## src/rtl/ahblite_slavearbiter_param_if.sv

```systemverilog
// rtl/ahblite_slavearbiter_param_if.sv - request/grant bundle between masters and one slave arbiter
interface ahblite_slavearbiter_param_if #(
    parameter int NUM_MASTERS = 4,
    parameter int IDXW        = (NUM_MASTERS > 1) ? $clog2(NUM_MASTERS) : 1
);
    logic [NUM_MASTERS-1:0] MADDRSEL;
    logic                   ADDRPHEND;
    logic [NUM_MASTERS-1:0] MGATEDHMASTLOCK;
    logic [NUM_MASTERS-1:0] MASTERADDRINPROG;
    logic [IDXW-1:0]        OWNER;
    logic                   LOCKTIMEOUT;

    modport master (
        output MADDRSEL, ADDRPHEND, MGATEDHMASTLOCK,
        input  MASTERADDRINPROG, OWNER, LOCKTIMEOUT
    );

    modport slave (
        input  MADDRSEL, ADDRPHEND, MGATEDHMASTLOCK,
        output MASTERADDRINPROG, OWNER, LOCKTIMEOUT
    );
endinterface

```

## src/rtl/ahblite_slavearbiter_param.sv

```systemverilog
// rtl/ahblite_slavearbiter_param.sv - per-slave address-phase arbiter, round-robin or fixed priority
module ahblite_slavearbiter_param #(
    parameter int NUM_MASTERS   = 4,
    parameter int PRIORITY_MODE = 0,
    parameter int LOCK_TIMEOUT  = 0
) (
    input  logic                         HCLK,
    input  logic                         aresetn,
    ahblite_slavearbiter_param_if.slave  bus
);
    localparam int              IDXW      = (NUM_MASTERS > 1) ? $clog2(NUM_MASTERS) : 1;
    localparam logic [IDXW-1:0] OWNER_RST = IDXW'(NUM_MASTERS - 1);
    localparam logic [15:0]     LT        = 16'(LOCK_TIMEOUT);

    typedef enum logic [1:0] {
        ST_DONE       = 2'd0,
        ST_EXTEND     = 2'd1,
        ST_LOCK       = 2'd2,
        ST_LOCKEXTEND = 2'd3
    } state_t;

    state_t                 state_q, state_d;
    logic [IDXW-1:0]        owner_q, owner_d;
    logic [15:0]            lock_cnt_q, lock_cnt_d;
    logic                   locktimeout_q, locktimeout_d;
    logic [NUM_MASTERS-1:0] grant;
    logic                   found;
    logic [IDXW-1:0]        win;
    logic [IDXW-1:0]        cand;
    logic                   lock_state;

    // Round-robin search starts just past the last owner and ends on it.
    always_comb begin
        found = 1'b0;
        win   = owner_q;
        cand  = '0;
        if (PRIORITY_MODE == 1) begin
            for (int i = NUM_MASTERS - 1; i >= 0; i--) begin
                if (bus.MADDRSEL[i]) begin
                    found = 1'b1;
                    win   = IDXW'(i);
                end
            end
        end else begin
            for (int i = 1; i <= NUM_MASTERS; i++) begin
                cand = IDXW'((int'(owner_q) + i) % NUM_MASTERS);
                if (!found && bus.MADDRSEL[cand]) begin
                    found = 1'b1;
                    win   = cand;
                end
            end
        end
    end

    always_comb begin
        state_d = state_q;
        owner_d = owner_q;
        grant   = '0;
        case (state_q)
            ST_DONE: begin
                if (found) begin
                    owner_d = win;
                    if (bus.MGATEDHMASTLOCK[win]) begin
                        state_d = ST_LOCK;
                    end else begin
                        grant[win] = 1'b1;
                        state_d    = bus.ADDRPHEND ? ST_DONE : ST_EXTEND;
                    end
                end
            end
            ST_EXTEND: begin
                grant[owner_q] = 1'b1;
                if (bus.ADDRPHEND) state_d = ST_DONE;
            end
            ST_LOCK: begin
                if (!bus.MGATEDHMASTLOCK[owner_q]) begin
                    state_d = ST_DONE;
                end else if (bus.MADDRSEL[owner_q]) begin
                    grant[owner_q] = 1'b1;
                    if (!bus.ADDRPHEND) state_d = ST_LOCKEXTEND;
                end
            end
            ST_LOCKEXTEND: begin
                grant[owner_q] = 1'b1;
                if (bus.ADDRPHEND) state_d = ST_LOCK;
            end
            default: state_d = ST_DONE;
        endcase
    end

    // Watchdog saturates, so the edge into LT happens once per lock tenure.
    always_comb begin
        lock_state    = (state_q == ST_LOCK) || (state_q == ST_LOCKEXTEND);
        lock_cnt_d    = lock_cnt_q;
        locktimeout_d = 1'b0;
        if ((LOCK_TIMEOUT == 0) || !lock_state) begin
            lock_cnt_d = '0;
        end else if (lock_cnt_q != LT) begin
            lock_cnt_d    = lock_cnt_q + 16'd1;
            locktimeout_d = (lock_cnt_d == LT);
        end
    end

    always_ff @(posedge HCLK or negedge aresetn) begin
        if (!aresetn) begin
            state_q       <= ST_DONE;
            owner_q       <= OWNER_RST;
            lock_cnt_q    <= '0;
            locktimeout_q <= 1'b0;
        end else begin
            state_q       <= state_d;
            owner_q       <= owner_d;
            lock_cnt_q    <= lock_cnt_d;
            locktimeout_q <= locktimeout_d;
        end
    end

    assign bus.MASTERADDRINPROG = aresetn ? grant : '0;
    assign bus.OWNER            = owner_q;
    assign bus.LOCKTIMEOUT      = locktimeout_q;

endmodule

```

## src/flat_wrapper.sv

```systemverilog
// flat-port wrapper written by rule: the top's interface ports become plain ports
module ahblite_slavearbiter_param_flat 
#(
    parameter int NUM_MASTERS   = 4,
    parameter int PRIORITY_MODE = 0,
    parameter int LOCK_TIMEOUT  = 0
)
  (HCLK, aresetn, bus_MADDRSEL, bus_ADDRPHEND, bus_MGATEDHMASTLOCK, bus_MASTERADDRINPROG, bus_OWNER, bus_LOCKTIMEOUT);
  ahblite_slavearbiter_param_if #(.NUM_MASTERS(NUM_MASTERS)) bus_i ();
  input  logic HCLK;
  input  logic aresetn;
  input wire logic [$bits(bus_i.MADDRSEL)-1:0] bus_MADDRSEL;
  input wire logic [$bits(bus_i.ADDRPHEND)-1:0] bus_ADDRPHEND;
  input wire logic [$bits(bus_i.MGATEDHMASTLOCK)-1:0] bus_MGATEDHMASTLOCK;
  output wire logic [$bits(bus_i.MASTERADDRINPROG)-1:0] bus_MASTERADDRINPROG;
  output wire logic [$bits(bus_i.OWNER)-1:0] bus_OWNER;
  output wire logic [$bits(bus_i.LOCKTIMEOUT)-1:0] bus_LOCKTIMEOUT;
  assign bus_i.MADDRSEL = bus_MADDRSEL;
  assign bus_i.ADDRPHEND = bus_ADDRPHEND;
  assign bus_i.MGATEDHMASTLOCK = bus_MGATEDHMASTLOCK;
  assign bus_MASTERADDRINPROG = bus_i.MASTERADDRINPROG;
  assign bus_OWNER = bus_i.OWNER;
  assign bus_LOCKTIMEOUT = bus_i.LOCKTIMEOUT;
  ahblite_slavearbiter_param #(.NUM_MASTERS(NUM_MASTERS), .PRIORITY_MODE(PRIORITY_MODE), .LOCK_TIMEOUT(LOCK_TIMEOUT)) u_core (.HCLK(HCLK), .aresetn(aresetn), .bus(bus_i));
endmodule
```

## config.mk

```make
export PLATFORM = sky130hd
export DESIGN_NAME = ahblite_slavearbiter_param_flat
export DESIGN_NICKNAME = d
export VERILOG_FILES = /design/src/rtl/ahblite_slavearbiter_param_if.sv /design/src/rtl/ahblite_slavearbiter_param.sv /design/src/flat_wrapper.sv
export SDC_FILE = /design/constraint.sdc
export NUM_CORES = 1
export LEC_CHECK = 0
export BUFFER_PORTS_ARGS = -buffer_cell sky130_fd_sc_hd__clkbuf_2
export CAP_MARGIN = 25
export CORE_MARGIN = 2
export CORE_UTILIZATION = 53
export DETAILED_ROUTE_END_ITERATION = 8
export HOLD_SLACK_MARGIN = 0.1
export MAX_ROUTING_LAYER = met4
export PLACE_DENSITY = 0.86
export SYNTH_ARGS = -nofsm -noshare
export SYNTH_HDL_FRONTEND = slang
export SYNTH_SLANG_ARGS = --single-unit
```

## constraint.sdc

```tcl
create_clock -name HCLK -period 3.55 [get_ports HCLK]
set_clock_uncertainty 0.1 [all_clocks]
set_input_delay 0.71 -clock HCLK [delete_from_list [all_inputs] [get_ports HCLK]]
set_output_delay 0.71 -clock HCLK [all_outputs]
set_load 0.01 [all_outputs]
```

# After elaboration in Yosys (flattened, before gate mapping)
# Cells that the tools add are included.
[op_classes]
add_sub_neg = 4
order_cmp = 8
n_eq_ne = 8
n_mux = 41
reduce_logical = 12
[op_table]
columns = ["operator", "n"]
rows = [
  ["$mux 2", 11],
  ["$mux 4", 5],
  ["$lt 2x3->1 const B", 6],
  ["$bmux 1 s2", 7],
  ["$mux 1", 14],
  ["$pmux 4 s3", 1],
  ["$pmux 2 s4", 1],
  ["$ne 3x3->1 const B", 2],
  ["$logic_and 1x1->1", 5],
  ["$reduce_and 5->1", 1],
  ["$add 2x1->2 const B", 2],
  ["$add 2x2->2 const B", 2],
  ["$demux 1 s2", 2],
  ["$eq 2x2->1 const B", 2],
  ["$ge 2x1->1 const B", 2],
  ["$ne 2x2->1 const B", 2],
  ["$logic_not 1->1", 3],
  ["$eq 2x1->1 const B", 1],
  ["$logic_not 2->1", 1],
  ["$ne 2x1->1 const B", 1],
  ["$reduce_and 2->1", 1],
  ["$reduce_or 2->1", 1],
]
[totals]
ff_bits = 4
input_bits = 11
output_inout_bits = 7
word_cells = 75

# Longest topological paths before layout
# Gate-level depths: netlist of the first run.
[depth]
word_depth = 21
ltp_mapped = 9
depth_no_buf = 8

# Worst setup path before layout of the first run
# OpenSTA, ideal clock, no wires.
[synth_path]
path_kind = "reg2out"
startpoint = "reg u_core.owner_q[0] (netlist: u_core.bus.OWNER[0])"
endpoint = "out bus_MASTERADDRINPROG[3]"
t_arrival_ns = 2.485
required_ns = 2.740
setup_slack_ns = 0.255
stages_incl_launch_ff = 10
path_buffers = 1
path_cell_list = "dfstp_2 inv_1 ha_1 buf_2 mux2_2 a21oi_1 o211ai_2 or3_1 o31ai_1 and2_1"
[synth_via]
elab_chain_cells = 21
word_cells_on_any_way = 48
classes_between = "add/sub: 4; order compare: 4; mux: 32; reduce/logical: 8"
[synth_rtl]
columns = ["element", "line", "text"]
rows = [
  ["start: declaration", "ahblite_slavearbiter_param.sv:23", "logic [IDXW-1:0] owner_q, owner_d;"],
  ["start signal: assignment", "ahblite_slavearbiter_param.sv:112", "owner_q <= owner_d;"],
  ["$add 2x1->2", "ahblite_slavearbiter_param.sv:46", "cand = IDXW'((int'(owner_q) + i) % NUM_MASTERS);"],
  ["$bmux 1 s2", "ahblite_slavearbiter_param.sv:47", "if (!found && bus.MADDRSEL[cand]) begin"],
  ["$mux 1 (not written as such)", "ahblite_slavearbiter_param.sv:47", ""],
  ["$mux 1", "ahblite_slavearbiter_param.sv:47", ""],
  ["$logic_not 1->1", "ahblite_slavearbiter_param.sv:47", ""],
  ["$logic_and 1x1->1", "ahblite_slavearbiter_param.sv:47", ""],
  ["$mux 1", "ahblite_slavearbiter_param.sv:47", ""],
  ["$logic_not 1->1", "ahblite_slavearbiter_param.sv:47", ""],
  ["(+5 left out)", "--", ""],
  ["$lt 2x3->1 (not written as such) or $ge 2x1->1 (tied branches)", "ahblite_slavearbiter_param.sv:66", "grant[win] = 1'b1;"],
  ["$logic_and 1x1->1 (not written as such)", "ahblite_slavearbiter_param.sv:66", ""],
  ["$mux 1 (not written as such)", "ahblite_slavearbiter_param.sv:66", ""],
  ["$demux 1 s2", "--", ""],
  ["$mux 4", "ahblite_slavearbiter_param.sv:63", "if (bus.MGATEDHMASTLOCK[win]) begin"],
  ["$mux 4", "ahblite_slavearbiter_param.sv:61", "if (found) begin"],
  ["$pmux 4 s3 *", "ahblite_slavearbiter_param.sv:59", "case (state_q)"],
  ["$mux 4 *", "ahblite_slavearbiter_param.sv:118", "assign bus.MASTERADDRINPROG = aresetn ? grant : '0;"],
  ["end: declaration", "flat_wrapper.sv:15", "output wire logic [$bits(bus_i.MASTERADDRINPROG)-1:0] bus_MASTERADDRINPROG;"],
]
# Every way passes the cells marked *; elsewhere a longest branch is shown, timed or not. The select of a mux whose other input is x is not followed.

# Final worst setup path of the first run
# Same ends and word-level chain as after synthesis.

==> out/results.ini, run 1 <==
[finish]
diodes = 0
regArea_um2 = 102.6
stdcell_area_um2 = 988.4
multi_input_area_um2 = 684.4
fin_cells = 141
fill_cells = 127
fin_nets = 141
drive_gt1_share_pct = 36.00
area_growth_pct = 19.52

[clocking]
htree_levels = 1
clock_sinks = 4
clk_latency_ns = 0.23
clk_pin_slew_worst_paths_ns = 0.04
cts_tree = done
clockBufferDepth = 2
cts_root_buf = clkbuf_4
cts_buffers = 3

[synthesis]
ys_async_sr_fraction_pct = 100.0
netlist.top_cell.by_area = dfstp_2
yosysWarnings = 0
ys.flop_type = dfstp_2
syn_inst = 107
synth_edf_count = 0
syn_nets = 122
synth_area_um2 = 827.0
synth-seq-cells = 4
yosys-top-cells-area = dfstp_2 (6.4%), dfrtp_1 (6.1%), ha_1 (6.1%)
netlist_top_cells_count = nand2_1 (12), nor2_1 (9), inv_1 (5), mux2i_1 (5), o21ai_0 (5)
synth.most_common_cell = nand2_1
ys_seq_area_share_pct = 12.41
synth_top_cell_area_share_pct = 6.354
synth_cell_types = 45
avgSynthCellArea_um2 = 7.729

[status]
run_status = finished clean

[floorplanning]
fp.dieH_um = 43.50
core_mm2 = 0.001489
rows = 14
ioPinCount = 18
start_util_pct = 55.55
die_area_mm2 = 0.001892
die_w_um = 43.50

[place]
gp_congestion = 0.9107
io_buffers = 16
post-place-ws_ns = 0.2592
post_dp_cell_area_um2 = 922.1
hpwl_um = 1508
dp.cells = 135

[worst_setup_path]
rr_endpoint = u_core.state_q[0]
cp.required_ns = 2.74
timing.rr.start = u_core.bus.OWNER[0]
cp-end-kind = output pin
r2r_cells = 9
path_max_fanout = 4
rrSetupSlack_ns = 0.85
critPathLaunchType = register
critical_path_class = reg2out
timing.critical_path.arrival_ns = 2.62

[sta]
period_needed_ns = 3.427
hold_ws_ns = 0.2035
fmax_mhz = 291.8
finalHoldViolCount = 0
setup_violations = 0
period_share_pct = 96.54
final-max-slew-violation-count = 0
worst_slack_ns = 0.1229

[routing]
ant_nets = 0
vias_per_cell = 6.262
wl_per_cell_um = 14.93
drc = 0
drt-total-wl_um = 2105
drt-pass1-iter-count = 4
vias = 883
drt-initial-drc-count = 23

[worst_hold_path]
min_path_type = in2async

[global_route]
grt_pass1_vias = 869
overflow = 0
grt_max_degree = 17
grt_first_pass_wirelength_um = 3622
track_usage_pct = 25.47
antenna_found_initial = 0

[pwr]
pwr_density_cell_mw_per_mm2 = 915.7
total_leakage_power_nw = 0.4162
peakVddDrop_mv = 0.4883
finalPower_mw = 0.9051

[job]
maxCapViolations = 0

## cell usage in the layout (no fill, tap or decap), types with 2 or more instances in the layout
cell type  instances
nand2_1           12
or4_1              3
or2_2              2
buf_4              7
mux2i_1            5
mux2_2             2
dfrtp_1            2
dfstp_2            2
nor4_1             2
mux4_2             2
nor3b_1            2
o21ai_0            5
and2_1             2
inv_1              4
nand4_1            2
ha_1               3
nor3_1             3
clkbuf_4           3
a21oi_1            3
a21boi_1           2
nor2b_1            2
nor2_1             9
nand3_1            2
o31ai_1            3
or3_1              2
clkbuf_2          16
## stage by stage
| stage | setup TNS [ns] | util [%] |
|---|---|---|
| global placement | 0 | 61.93 |
| floorplan | 0 | - |
| CTS | 0 | 63.70 |
| global route | -0.05295 | 66.39 |
| detailed placement | 0 | 61.93 |
| finish | 0 | 66.39 |
## worst max path at each step
stage	start	endpoint	slack (ns)	depth (start not counted)
detailed placement	bus_MADDRSEL[2]	bus_MASTERADDRINPROG[1]	0.26	8
finish	u_core.bus.OWNER[0]	bus_MASTERADDRINPROG[3]	0.12	9
global route	u_core.bus.OWNER[0]	bus_MASTERADDRINPROG[1]	-0.02	10
floorplan	u_core.bus.OWNER[0]	bus_MASTERADDRINPROG[3]	0.26	9
CTS	u_core.bus.OWNER[0]	bus_MASTERADDRINPROG[3]	0.05	9
global placement	bus_MADDRSEL[2]	bus_MASTERADDRINPROG[0]	0.30	8
## timing repair
item	CTS	global route
hold buffers	0	0
setup endpoints to repair	0	4
gates resized for setup	0	4
buffers inserted	0	2
## routing by layer
layer | vias to the layer above | routed length [um] | global-route usage (%)
met2 | 37 | 1080 | 39.40
met5 | - | 0 | -
met4 | 0 | 0 | 10.91
met3 | 0 | 123 | 4.167
li1 | 434 | - | -
met1 | 412 | 902 | 32.82
## area by class of cell
type,instances,area share (%)
inverters,5,2.278
well taps,16,2.025
flip-flops and latches,4,10.38
clock buffers,4,2.658
multi-input cells,89,69.24
repair buffers,23,13.42
## cells by family after synthesis
family / share of synthesized area (%)
xor gates and xnor gates: 1.059
AOI/OAI and AO/OA: 26.17
buffers and inverters: 7.413
muxes: 16.04
DFF: 12.41
adders and majority gates: 6.052
other: 0.4534
and+or+nand+nor: 30.41
## flip-flops by register name, indices dropped and copies added (netlist names)
register,cells
u_core.bus.OWNER,2
u_core.state_q,2
## where the power goes
| part | switching, mW | internal [mW] |
|---|---|---|
| clock | 0.0179 | 0.0421 |
| combinational | 0.406 | 0.341 |
| sequential | 0.0185 | 0.0796 |
| total | 0.443 | 0.462 |
## worst max-delay path: stages, from the launching register on
cell	delay, ns
dfstp_2	0.55
clkinvlp_4	0.14
ha_4	0.31
mux2_2	0.34
a21oi_2	0.15
o211ai_2	0.12
or3_1	0.32
o31ai_1	0.19
and2_1	0.15
clkbuf_2	0.12
Power figures use the tool's default switching activity.
==> run 2, diff against run 1 <==
- SETUP_SLACK_MARGIN: default -> 0.2
==> run 2 against run 1 <==
Compared with the run above:
- highest routed layer is now met4
- largest cell class unchanged
- clock-buffer cell count did not move
- largest power group unchanged
- critical path type unchanged
- register-to-register slack improved by 0.03 ns
- flip-flop and latch count did not move
==> out/results.ini, run 2 (synthesis gave the netlist of run 1 again) <==
[routing]
ant_nets = 0  ; unchanged
drc = 0  ; unchanged
drt-pass1-iter-count = 4  ; unchanged
drt-initial-drc-count = 24  ; +4.3%
drt-total-wl_um = 2198  ; +4.4%
wl_per_cell_um = 15.48  ; +3.7%
vias = 898  ; +1.7%
vias_per_cell = 6.324  ; +0.98%

[pwr]
pwr_density_cell_mw_per_mm2 = 944.8  ; +3.2%
p_sw_share_pct = 48.16  ; -0.74 points
total_leakage_power_nw = 0.4364  ; +4.9%
clock_power_share_pct = 6.2  ; -0.4 points
pwr-share-comb_pct = 83.6  ; +1.1 points
p_seq_share_pct = 10.3  ; -0.5 points
peakVddDrop_mv = 0.4879  ; about the same
p_int_mw = 0.5056  ; +9.3%
netSwitchingPower_mw = 0.4697  ; +6.1%

[worst_hold_path]
min_path_type = in2async

[sta]
fmax_mhz = 295.5  ; +1.3%
final-max-slew-violation-count = 0  ; unchanged
hold_ws_ns = 0.2085  ; +0.004990 ns
tns_ns = 0  ; unchanged
grt_setup_unrepaired = true
period_share_pct = 95.34  ; -1.2 points
period_needed_ns = 3.385  ; -0.04250 ns
finalHoldViolCount = 0  ; unchanged
setup_violations = 0  ; unchanged

[worst_setup_path]
path_max_fanout = 3  ; -1
cp-end-kind = output pin
critPathLaunchType = register
timing.critical_path.arrival_ns = 2.57  ; -0.05 ns
timing.rr.start = u_core.bus.OWNER[0]
rrSetupSlack_ns = 0.88  ; +0.03 ns
cp.required_ns = 2.74  ; about the same
crit_start = u_core.bus.OWNER[0]
critical_path_class = reg2out

[clocking]
htree_levels = 1  ; unchanged
clockBufferDepth = 2  ; unchanged
clk_pin_slew_worst_paths_ns = 0.04  ; about the same
clk_latency_ns = 0.23  ; about the same
cts_buffers = 3  ; unchanged
cts_tree = done
cts_root_buf = clkbuf_4
ctsHoldBuffers = 0  ; unchanged
clock_sinks = 4  ; unchanged

[floorplanning]
start_util_pct = 55.55  ; unchanged
rows = 14  ; unchanged
fp.dieH_um = 43.50  ; unchanged
ioPinCount = 18  ; unchanged
die_w_um = 43.50  ; unchanged
core_mm2 = 0.001489  ; unchanged
die_area_mm2 = 0.001892  ; unchanged

[place]
io_buffers = 16  ; unchanged
gp_congestion = 0.9107  ; unchanged
post_dp_cell_area_um2 = 922.1  ; unchanged
hpwl_um = 1508  ; unchanged

[status]
run_status = finished clean

[finish]
layout_common_cells = clkbuf_2 (13), nand2_1 (12), nor2_1 (9)
area_growth_pct = 24.81
layout_commonest_cell = clkbuf_2
fin_nets = 142  ; +0.71%
fill_cells = 120  ; -5.5%
stdcell_area_mm2 = 0.001032  ; +4.4%
diodes = 0  ; unchanged
drive_gt1_share_pct = 40.48  ; +4.5 points

[global_route]
antenna_found_initial = 0  ; unchanged
overflow = 0  ; unchanged
grt_first_pass_wirelength_um = 3746  ; +3.4%
grt_pass1_vias = 879  ; +1.2%
track_usage_pct = 26.53  ; +1.1 points
grt_max_degree = 17  ; unchanged

[job]
maxCapViolations = 0  ; unchanged

run 2: changes by cell type in the layout (fill, tap and decap cells not counted), moves of 2 or more:
cell / before / now
clkbuf_2: 16 / 13
buf_2: 0 / 3
o21ai_0: 5 / 3
o21ai_1: 0 / 2
run 2: per-layer routing:
metal	wire length, um	part of all wire, %	GRT usage [%]	vias to the layer above
li1	-	-	-	437
met1	923	42	34.37	417
met2	1080	49	40.30	40
met3	143	6.5	4.583	4
met4	51	2.3	12.12	0
met5	0	0	-	-
run 2: layout make-up:
cell class | count | area [um2] | area share (%)
Timing Repair Buffer | 24 | 151.4 | 14.67
Multi-Input combinational cell | 89 | 709.4 | 68.73
Sequential cell | 4 | 102.6 | 9.939
Tap cell | 16 | 20.02 | 1.939
Clock buffer | 4 | 26.28 | 2.545
Inverter | 5 | 22.52 | 2.182
run 2: power by group through the flow:
| stage | clock network (mW) | registers, mW | logic [mW] |
|---|---|---|---|
| final | 0.0600 | 0.100 | 0.815 |
| after global routing | 0.0672 | 0.104 | 0.885 |
| after CTS | 0.0638 | 0.0997 | 0.742 |
| after detailed placement | 0 | 0.0928 | 0.686 |
| after global placement | 0 | 0.0907 | 0.666 |
| after floorplan | 0 | 0.113 | 0.491 |
run 2: repair_timing:
item                                    4_1_cts  5_1_grt
pin swaps                                     4        9
gates resized for setup                       6       12
endpoints found under the setup margin        4        4
setup buffers                                 2        1
run 2: worst paths after layout:
check / endpoint / depth (start not counted)
max: bus_MASTERADDRINPROG[3] / 9
min: u_core.state_q[0] / 1
max reg2reg: u_core.state_q[0] / 9
min reg2reg: u_core.state_q[1] / 3
max in group asynchronous: u_core.bus.OWNER[1] / 1
min in group HCLK: u_core.state_q[1] / 3
run 2: worst max-delay path, cell delays in order (launching register included):
cell	delay (ns)
dfstp_2	0.55
clkinvlp_4	0.12
ha_4	0.31
mux2_4	0.30
a21oi_2	0.13
o211ai_2	0.12
or3_4	0.34
o31ai_2	0.20
and2_1	0.15
buf_2	0.12
run 2: stage by stage:
step	utilization [%]	power, mW	setup slack [ns]	std cells
after floorplan	-	0.6038	0.2552	107
after global placement	61.93	0.7571	0.2970	135
after detailed placement	61.93	0.7785	0.2592	135
after CTS	66.55	0.9052	0.1967	141
after global routing	69.33	1.057	0.05715	142
final	69.33	0.9753	0.1654	142
